--- config.mk ---
export PLATFORM = sky130hd
export DESIGN_NAME = cache_fill_fsm
export DESIGN_NICKNAME = d
export VERILOG_FILES = /design/src/rtl/cache_fill_fsm.sv
export SDC_FILE = /design/constraint.sdc
export NUM_CORES = 1
export LEC_CHECK = 0
export ABC_AREA = 1
export CAP_MARGIN = 20
export CORE_MARGIN = 2
export CORE_UTILIZATION = 34
export DETAILED_ROUTE_END_ITERATION = 10
export PLACE_DENSITY = 0.87
export SLEW_MARGIN = 20
export SYNTH_ARGS = -nofsm -noshare
export SYNTH_HDL_FRONTEND = slang
export SYNTH_SLANG_ARGS = --single-unit
--- constraint.sdc ---
create_clock -name clk -period 2.07 [get_ports clk]
set_clock_uncertainty 0.15 [all_clocks]
set_input_delay 0.414 -clock clk [delete_from_list [all_inputs] [get_ports clk]]
set_output_delay 0.414 -clock clk [all_outputs]
set_load 0.005 [all_outputs]
--- src/rtl/cache_fill_fsm.sv ---
// Cache line fill sequencer: optional 8-word victim write-back, then 8-word line fill, then tag update.
// Latency: 9 busy cycles for a clean miss, 17 for a dirty miss (counted from the accepting edge).
// Backpressure: none; memory serves one word per cycle, and miss_detected is ignored while busy.
module cache_fill_fsm #(
    parameter int ADDR_WIDTH = 16,
    parameter int LINE_WORDS = 8
) (
    input  logic                  clk,
    input  logic                  rst,
    input  logic                  miss_detected,
    input  logic [ADDR_WIDTH-1:0] miss_address,
    input  logic                  evict_dirty,
    input  logic [ADDR_WIDTH-1:0] evict_address,
    input  logic [15:0]           evict_data,
    input  logic [15:0]           mem_data_in,
    output logic                  fsm_busy,
    output logic [2:0]            wb_word,
    output logic                  write_data_array,
    output logic [2:0]            fill_word,
    output logic [15:0]           fill_data,
    output logic                  write_tag_array,
    output logic [ADDR_WIDTH-1:0] mem_address,
    output logic [15:0]           mem_data_out,
    output logic                  mem_enable,
    output logic                  mem_wr
);

    // Line number = address with the 4 byte-offset bits stripped.
    localparam int LINE_BITS = ADDR_WIDTH - 4;
    // Terminal value of the word counter (last word of the line).
    localparam logic [2:0] LAST_WORD = 3'(LINE_WORDS - 1);

    typedef enum logic [1:0] {
        IDLE = 2'd0,
        WB   = 2'd1,
        FILL = 2'd2,
        DONE = 2'd3
    } state_t;

    // One memory request per cycle; enable/wr travel together with address and data.
    typedef struct packed {
        logic                  enable;
        logic                  wr;
        logic [ADDR_WIDTH-1:0] address;
        logic [15:0]           data;
    } mem_req_t;

    // Cache-side strobes and indices.
    typedef struct packed {
        logic        busy;
        logic [2:0]  wb_word;
        logic        write_data;
        logic [2:0]  fill_word;
        logic [15:0] fill_data;
        logic        write_tag;
    } cache_ctl_t;

    state_t                 state;
    state_t                 state_nxt;
    logic [2:0]             count;
    logic [2:0]             count_nxt;
    logic [LINE_BITS-1:0]   miss_line;
    logic [LINE_BITS-1:0]   evict_line;
    logic                   accept_miss;
    logic                   last_word;
    mem_req_t               mem_req;
    cache_ctl_t             cache_ctl;

    // Byte-offset bits of the request addresses carry no information for a line operation.
    logic unused_offset_bits;
    assign unused_offset_bits = ^{miss_address[3:0], evict_address[3:0]};

    assign accept_miss = (state == IDLE) && miss_detected;
    assign last_word   = (count == LAST_WORD);

    // State and word counter register; reset wins over everything, including a pending miss.
    always_ff @(posedge clk) begin
        if (rst) begin
            state <= IDLE;
            count <= 3'd0;
        end else begin
            state <= state_nxt;
            count <= count_nxt;
        end
    end

    // Snapshot both line addresses at acceptance so later input changes cannot disturb the operation.
    always_ff @(posedge clk) begin
        if (rst) begin
            miss_line  <= '0;
            evict_line <= '0;
        end else if (accept_miss) begin
            miss_line  <= miss_address[ADDR_WIDTH-1:4];
            evict_line <= evict_address[ADDR_WIDTH-1:4];
        end
    end

    // Next-state and counter: counter is zero on entry to WB/FILL and wraps inside the line.
    always_comb begin
        state_nxt = state;
        count_nxt = 3'd0;
        case (state)
            IDLE: begin
                if (miss_detected) begin
                    state_nxt = evict_dirty ? WB : FILL;
                end
            end
            WB: begin
                if (last_word) begin
                    state_nxt = FILL;
                end else begin
                    count_nxt = count + 3'd1;
                end
            end
            FILL: begin
                // Wrap to 0 on the last word; there is no carry out of the 3-bit counter.
                count_nxt = count + 3'd1;
                if (last_word) begin
                    state_nxt = DONE;
                end
            end
            DONE: begin
                state_nxt = IDLE;
            end
            default: begin
                state_nxt = IDLE;
            end
        endcase
    end

    // Moore outputs per state; every field not explicitly driven stays at zero.
    always_comb begin
        mem_req   = '0;
        cache_ctl = '0;
        case (state)
            WB: begin
                cache_ctl.busy    = 1'b1;
                cache_ctl.wb_word = count;
                mem_req.enable    = 1'b1;
                mem_req.wr        = 1'b1;
                mem_req.address   = {evict_line, count, 1'b0};
                mem_req.data      = evict_data;
            end
            FILL: begin
                cache_ctl.busy       = 1'b1;
                cache_ctl.write_data = 1'b1;
                cache_ctl.fill_word  = count;
                cache_ctl.fill_data  = mem_data_in;
                mem_req.enable       = 1'b1;
                mem_req.wr           = 1'b0;
                mem_req.address      = {miss_line, count, 1'b0};
            end
            DONE: begin
                cache_ctl.busy      = 1'b1;
                cache_ctl.write_tag = 1'b1;
            end
            default: begin
                cache_ctl = '0;
                mem_req   = '0;
            end
        endcase
    end

    assign fsm_busy         = cache_ctl.busy;
    assign wb_word          = cache_ctl.wb_word;
    assign write_data_array = cache_ctl.write_data;
    assign fill_word        = cache_ctl.fill_word;
    assign fill_data        = cache_ctl.fill_data;
    assign write_tag_array  = cache_ctl.write_tag;

    assign mem_enable   = mem_req.enable;
    // Gating with enable keeps a write strobe from ever appearing without a request.
    assign mem_wr       = mem_req.wr & mem_req.enable;
    assign mem_address  = mem_req.address;
    assign mem_data_out = mem_req.data;

endmodule

==> flow_summary.json, run 1 <==
{
  "status": "finished with violations",
  "drt-pass1-iter-count": 4,
  "gp_congestion": 0.795,
  "layoutNonFillerInstCount": 477,
  "netlist_top_cells_area": "dfxtp_1 35%, nand2_1 16%, nor2_1 12%, inv_1 9.9%, o21ai_0 6.0%",
  "final_common_cell": "nand2_1",
  "end_kind": "output pin",
  "finalSetupViolCount": 3,
  "dp_hpwl_um": 3930,
  "crit_slowest_cell": "dfxtp_2",
  "antenna_found_initial": 0,
  "avgRoutedWirePerCell_um": 12.1,
  "dieArea_sq_mm": 0.00548,
  "die_h_um": 74.0,
  "period_share": 1.02,
  "h-tree-depth": 2,
  "critPathKind": "flop to output pin",
  "synth_mux_area_frac": 0,
  "syn_nets": 346,
  "cts_root_buf": "clkbuf_8",
  "synth_top_area_frac": 0.348,
  "worst-path-max-fanout": 8,
  "crit_path_frequent_cell": "buf_6",
  "synth_xor_area_frac": 0,
  "avgSynthCellArea_sq_um": 6.15,
  "synth_top_family_by_area": "simple AND/OR/NAND/NOR gates",
  "overflow": 0,
  "cts_tree": "built",
  "slew_violations": 0,
  "diodes": 0,
  "area_growth_pct": 94.7,
  "hold_start": "evict_line[11]",
  "ir_worst_vdd_mv": 0.465,
  "p_leak_nw": 1.77,
  "synthAdderAreaFrac": 0.0526,
  "worstPathRequired_ns": 1.51,
  "pwr_density_cell_mw_per_mm2": 952,
  "drc_errors": 0,
  "postCtsHoldBufs": 0,
  "dp.cells": 456,
  "critPathMaxStageDelay_ns": 0.37,
  "fmax_mhz": 472,
  "vias_per_cell": 4.63,
  "ant_nets": 0,
  "start_kind": "flop",
  "synth_cell_types": 20,
  "initial_core_util": 0.353,
  "cts_buffer_depth": 2,
  "yosys_warnings": 0,
  "rows": 25,
  "syn_area_sq_mm": 0.00167,
  "grt.total_usage": 0.203,
  "fin_ws_ns": -0.0469,
  "synthCells": 271,
  "seq_area_frac_synth": 0.348,
  "hold_class": "flop to flop",
  "cts_sinks": 29,
  "cts_made_buffers": 5,
  "design.core.area_sq_mm": 0.00472,
  "clk_pin_slew_worst_paths_ns": 0.06,
  "finish.utilization": 0.687,
  "violations": "negative setup slack",
  "drt_iter0_drc": 123,
  "synth_top_area_cell": "dfxtp_1",
  "layout_common_cells": "65 x nand2_1, 59 x clkdlybuf4s50_1, 53 x nor2_1, 42 x inv_1, 27 x dfxtp_1",
  "period_needed_ns": 2.12,
  "ys_ff_latch": 29,
  "r2r_start": "state[1]",
  "portBuffers": 117,
  "drive_above_1_share": 0.202,
  "fill_cells": 380,
  "rsz0062_at_grt": "true",
  "synth_compound_area_frac": 0.128,
  "hold_viol_final": 0,
  "nets": 484,
  "clock_latency_ns": 0.28,
  "worstPathCellList": "buf_6 -> ha_4 -> buf_6 -> buf_8 -> nand2_1 -> a21oi_2 -> buf_2",
  "arrival_ns": 1.55,
  "grt_start_max_net_pins": 28,
  "postRouteWirelength_um": 5760,
  "max_cap_violations": 0,
  "ios": 127,
  "die_w_um": 74.0,
  "synth-simple-area-share": 0.301,
  "grt_pass1_wl_um": 8540,
  "grt_pass1_vias": 2030,
  "via_count": 2210,
  "crit_start": "state[1]"
}
[state kept, by name (all words and copies together), names as in the netlist]
| register | cells |
|---|---|
| evict_line | 12 |
| count | 3 |
| miss_line | 12 |
| state | 2 |
[critical path, delay by kind of cell (launching register included)]
| kind | cells | cell delay, ns |
|---|---|---|
| buffers and inverters | 4 | 0.49 |
| flip-flops | 1 | 0.37 |
| AO/OA/AOI/OAI | 1 | 0.17 |
| adder cells (fa/ha/maj) | 1 | 0.16 |
| AND/OR/NAND/NOR | 1 | 0.07 |
[power by group]
part	total, mW	internal (mW)	switching (mW)
logic	1.83	0.961	0.870
clock network	0.440	0.238	0.202
registers	0.816	0.715	0.102
total	3.09	1.91	1.17
[logic make-up after synthesis]
| kind of cell | after synthesis |
|---|---|
| simple gates | 130 |
| buf+inv | 62 |
| compound gates | 42 |
| flops | 29 |
| fa+ha+maj | 7 |
| other cells | 1 |
[routing by layer]
| layer | vias to the layer above | GRT usage | wire (um) | share of wire |
|---|---|---|---|---|
| met5 | - | 0 | 0 | 0 |
| met4 | 0 | 0.0768 | 187 | 0.032 |
| met3 | 19 | 0.0786 | 632 | 0.11 |
| met2 | 130 | 0.399 | 3040 | 0.53 |
| met1 | 980 | 0.186 | 1900 | 0.33 |
| li1 | 1081 | - | - | - |
[layout make-up]
class	instances	area [sq um]	share of cell area
multi-input cells	180	918	0.283
flip-flops and latches	29	586	0.180
inverters	46	180	0.0555
clock buffers	8	80.1	0.0247
repair buffers	147	1400	0.430
well taps	67	83.8	0.0258
[through the flow]
| step | setup WS (ns) | hold slack, ns | setup TNS (ns) | area [sq um] | power (mW) |
|---|---|---|---|---|---|
| finish | -0.0469 | 0.336 | -0.0851 | 3240 | 3.09 |
| global route | -0.0984 | 0.359 | -0.678 | 3240 | 3.33 |
| CTS | -0.0746 | 0.334 | -0.342 | 3170 | 2.93 |
| detailed placement | -0.145 | 0.321 | -1.98 | 2970 | 2.34 |
| global placement | -0.0790 | 0.312 | -0.797 | 2970 | 2.29 |
| floorplan | 0.353 | 0.303 | 0 | 1670 | 1.55 |
[worst paths after layout]
path | depth (start not counted) | endpoint | slack, ns
hold / removal | 2 | evict_line[11] | 0.34
setup reg to reg | 10 | state[0] | 0.46
hold reg to reg | 2 | evict_line[11] | 0.34
setup / recovery | 7 | mem_address[8] | -0.05
[synth_stat cells (all sizes together)]
cell    number
nand2       74
nor2        53
inv         46
dfxtp       29
o21ai       25
a21oi       16
buf         14
ha           7
clkbuf       2
conb         1
nand3        1
nor3         1
nor3b        1
o21a         1
[what timing repair did]
item / 4_1_cts / 5_1_grt
buffers inserted: 7 / 4
gates resized for setup: 125 / 55
gates cloned: 2 / 0
pin swaps: 3 / 10
endpoints found under the setup margin: 57 / 36
(Power assumes the default switching activity.)
==> run 2: changes to the inputs <==
- CAP_MARGIN: 20 -> unset
- RECOVER_POWER: unset -> 100
- clock period: 2.07 -> 1.95 ns (I/O delays scaled with it)
==> flow_summary.json, run 2 (synthesis gave the netlist of run 1 again) <==
{
  "status": "finished with violations",
  "violations": "negative setup slack",
  "period_needed_ns": 2.02,
  "worst-path-max-fanout": 5,
  "drt-pass1-iter-count": 4,
  "ant_nets": 0,
  "postCtsHoldBufs": 0,
  "grt_start_max_net_pins": 25,
  "overflow": 0,
  "dp.cells": 456,
  "area_growth_pct": 94.9,
  "gp_congestion": 0.721,
  "critPathMaxStageDelay_ns": 0.36,
  "fill_cells": 395,
  "portBuffers": 117,
  "drt_iter0_drc": 79,
  "arrival_ns": 1.48,
  "drc_errors": 0,
  "dieArea_sq_mm": 0.00548,
  "ir_worst_vdd_mv": 0.622,
  "dp_hpwl_um": 3920,
  "slew_violations": 0,
  "end_kind": "output pin",
  "fin_ws_ns": -0.0653,
  "clk_pin_slew_worst_paths_ns": 0.06,
  "sequentialPowerShare": 0.258,
  "h-tree-depth": 2,
  "clock_power_share": 0.137,
  "max_cap_violations": 0,
  "die_h_um": 74.0,
  "pre_cts_slack_ns": -0.220,
  "use_met1": 0.193,
  "hold_viol_final": 0,
  "groute.layer.met3.usage": 0.0759,
  "crit_slowest_cell": "dfxtp_4",
  "cts_sinks": 29,
  "rows": 25,
  "ios": 127,
  "grt_pass1_vias": 1920,
  "hold_class": "flop to flop",
  "antenna_found_initial": 0,
  "via_count": 2182,
  "layoutNonFillerInstCount": 478,
  "cts_buffer_depth": 2,
  "crit_path_frequent_cell": "buf_6",
  "worstPathCellList": "buf_6 -> ha_4 -> buf_6 -> buf_8 -> nand2_2 -> a21oi_2 -> buf_2",
  "period_share": 1.03,
  "worstPathRequired_ns": 1.41,
  "cts_made_buffers": 5,
  "p_int_mw": 2.08,
  "grt.total_usage": 0.197,
  "die_w_um": 74.0,
  "start_kind": "flop",
  "finalSetupViolCount": 15,
  "critPathKind": "flop to output pin",
  "pwr_density_cell_mw_per_mm2": 1050,
  "p_switching_mw": 1.32,
  "rsz0062_at_grt": "true",
  "p_leak_nw": 1.78,
  "cts_tree": "built",
  "postRouteWirelength_um": 5610,
  "largestRegisters": "evict_line x12, miss_line x12, count x3",
  "avgRoutedWirePerCell_um": 11.7,
  "diodes": 0,
  "drive_above_1_share": 0.328,
  "grt_pass1_wl_um": 8330,
  "area.sequential_sq_um": 588,
  "vias_per_cell": 4.56,
  "design.core.area_sq_mm": 0.00472,
  "swShare": 0.387,
  "cts_root_buf": "clkbuf_8",
  "multiInputGateArea_sq_um": 988,
  "clock_latency_ns": 0.28,
  "busiest_layer": "met2",
  "final_common_cell": "clkdlybuf4s50_1",
  "layout_common_cells": "59 x clkdlybuf4s50_1, 53 x nor2_1, 52 x nand2_1, 35 x inv_1, 27 x dfxtp_1",
  "gr-usage-met2": 0.385,
  "fmax_mhz": 496,
  "nets": 485,
  "initial_core_util": 0.353,
  "power_frac_comb": 0.606
}
## run 2: metal layers
layer / wire length (um) / share of wire
met5: 0 / 0
met4: 59 / 0.011
met3: 557 / 0.099
met2: 2950 / 0.53
met1: 2040 / 0.36
## run 2: stage by stage
| step | utilization | area (sq um) | power, mW | hold slack, ns | setup TNS, ns |
|---|---|---|---|---|---|
| 2_1_floorplan | - | 1670 | 1.64 | 0.303 | 0 |
| 3_3_place_gp | 0.637 | 3010 | 2.50 | 0.312 | -3.93 |
| 3_5_place_dp | 0.637 | 3010 | 2.56 | 0.321 | -5.36 |
| 4_1_cts | 0.674 | 3180 | 3.23 | 0.336 | -0.643 |
| 5_1_grt | 0.688 | 3250 | 3.64 | 0.348 | -1.87 |
| 6_report | 0.688 | 3250 | 3.40 | 0.334 | -0.580 |
## run 2: final timing paths
| kind | cells after the start | slack (ns) | from | end |
|---|---|---|---|---|
| max | 7 | -0.07 | state[1] | mem_address[5] |
| min | 2 | 0.33 | miss_line[10] | miss_line[10] |
| max reg2reg | 9 | 0.32 | state[1] | state[0] |
| min reg2reg | 2 | 0.33 | miss_line[10] | miss_line[10] |
## run 2: layout make-up
class	count	area share
inverter	46	0.0562
sequential	29	0.181
tap	67	0.0258
multi-input combinational	180	0.304
timing repair buffer	148	0.408
clock buffer	8	0.0247
## run 2: worst max-delay path, delay by kind of cell, from the launching register on
| family | cells | cell delay, ns |
|---|---|---|
| AO/OA/AOI/OAI | 1 | 0.14 |
| flip-flops | 1 | 0.36 |
| AND/OR/NAND/NOR | 1 | 0.05 |
| buffers and inverters | 4 | 0.48 |
| adder cells (fa/ha/maj) | 1 | 0.16 |
## run 2: what timing repair did
item | CTS | global route
endpoints found under the setup margin | 57 | 51
gates cloned | 2 | 0
buffers inserted | 10 | 2
pin swaps | 4 | 9
gates resized for setup | 180 | 82
## run 2: power by group through the flow
stage                     Combinational (mW)  Clock (mW)  Sequential, mW
final                                   2.06       0.465           0.876
after global routing                    2.25       0.500           0.891
after CTS                               1.90       0.469           0.854
after detailed placement                1.71           0           0.846
after global placement                  1.66           0           0.835
after floorplan                        0.813           0           0.828
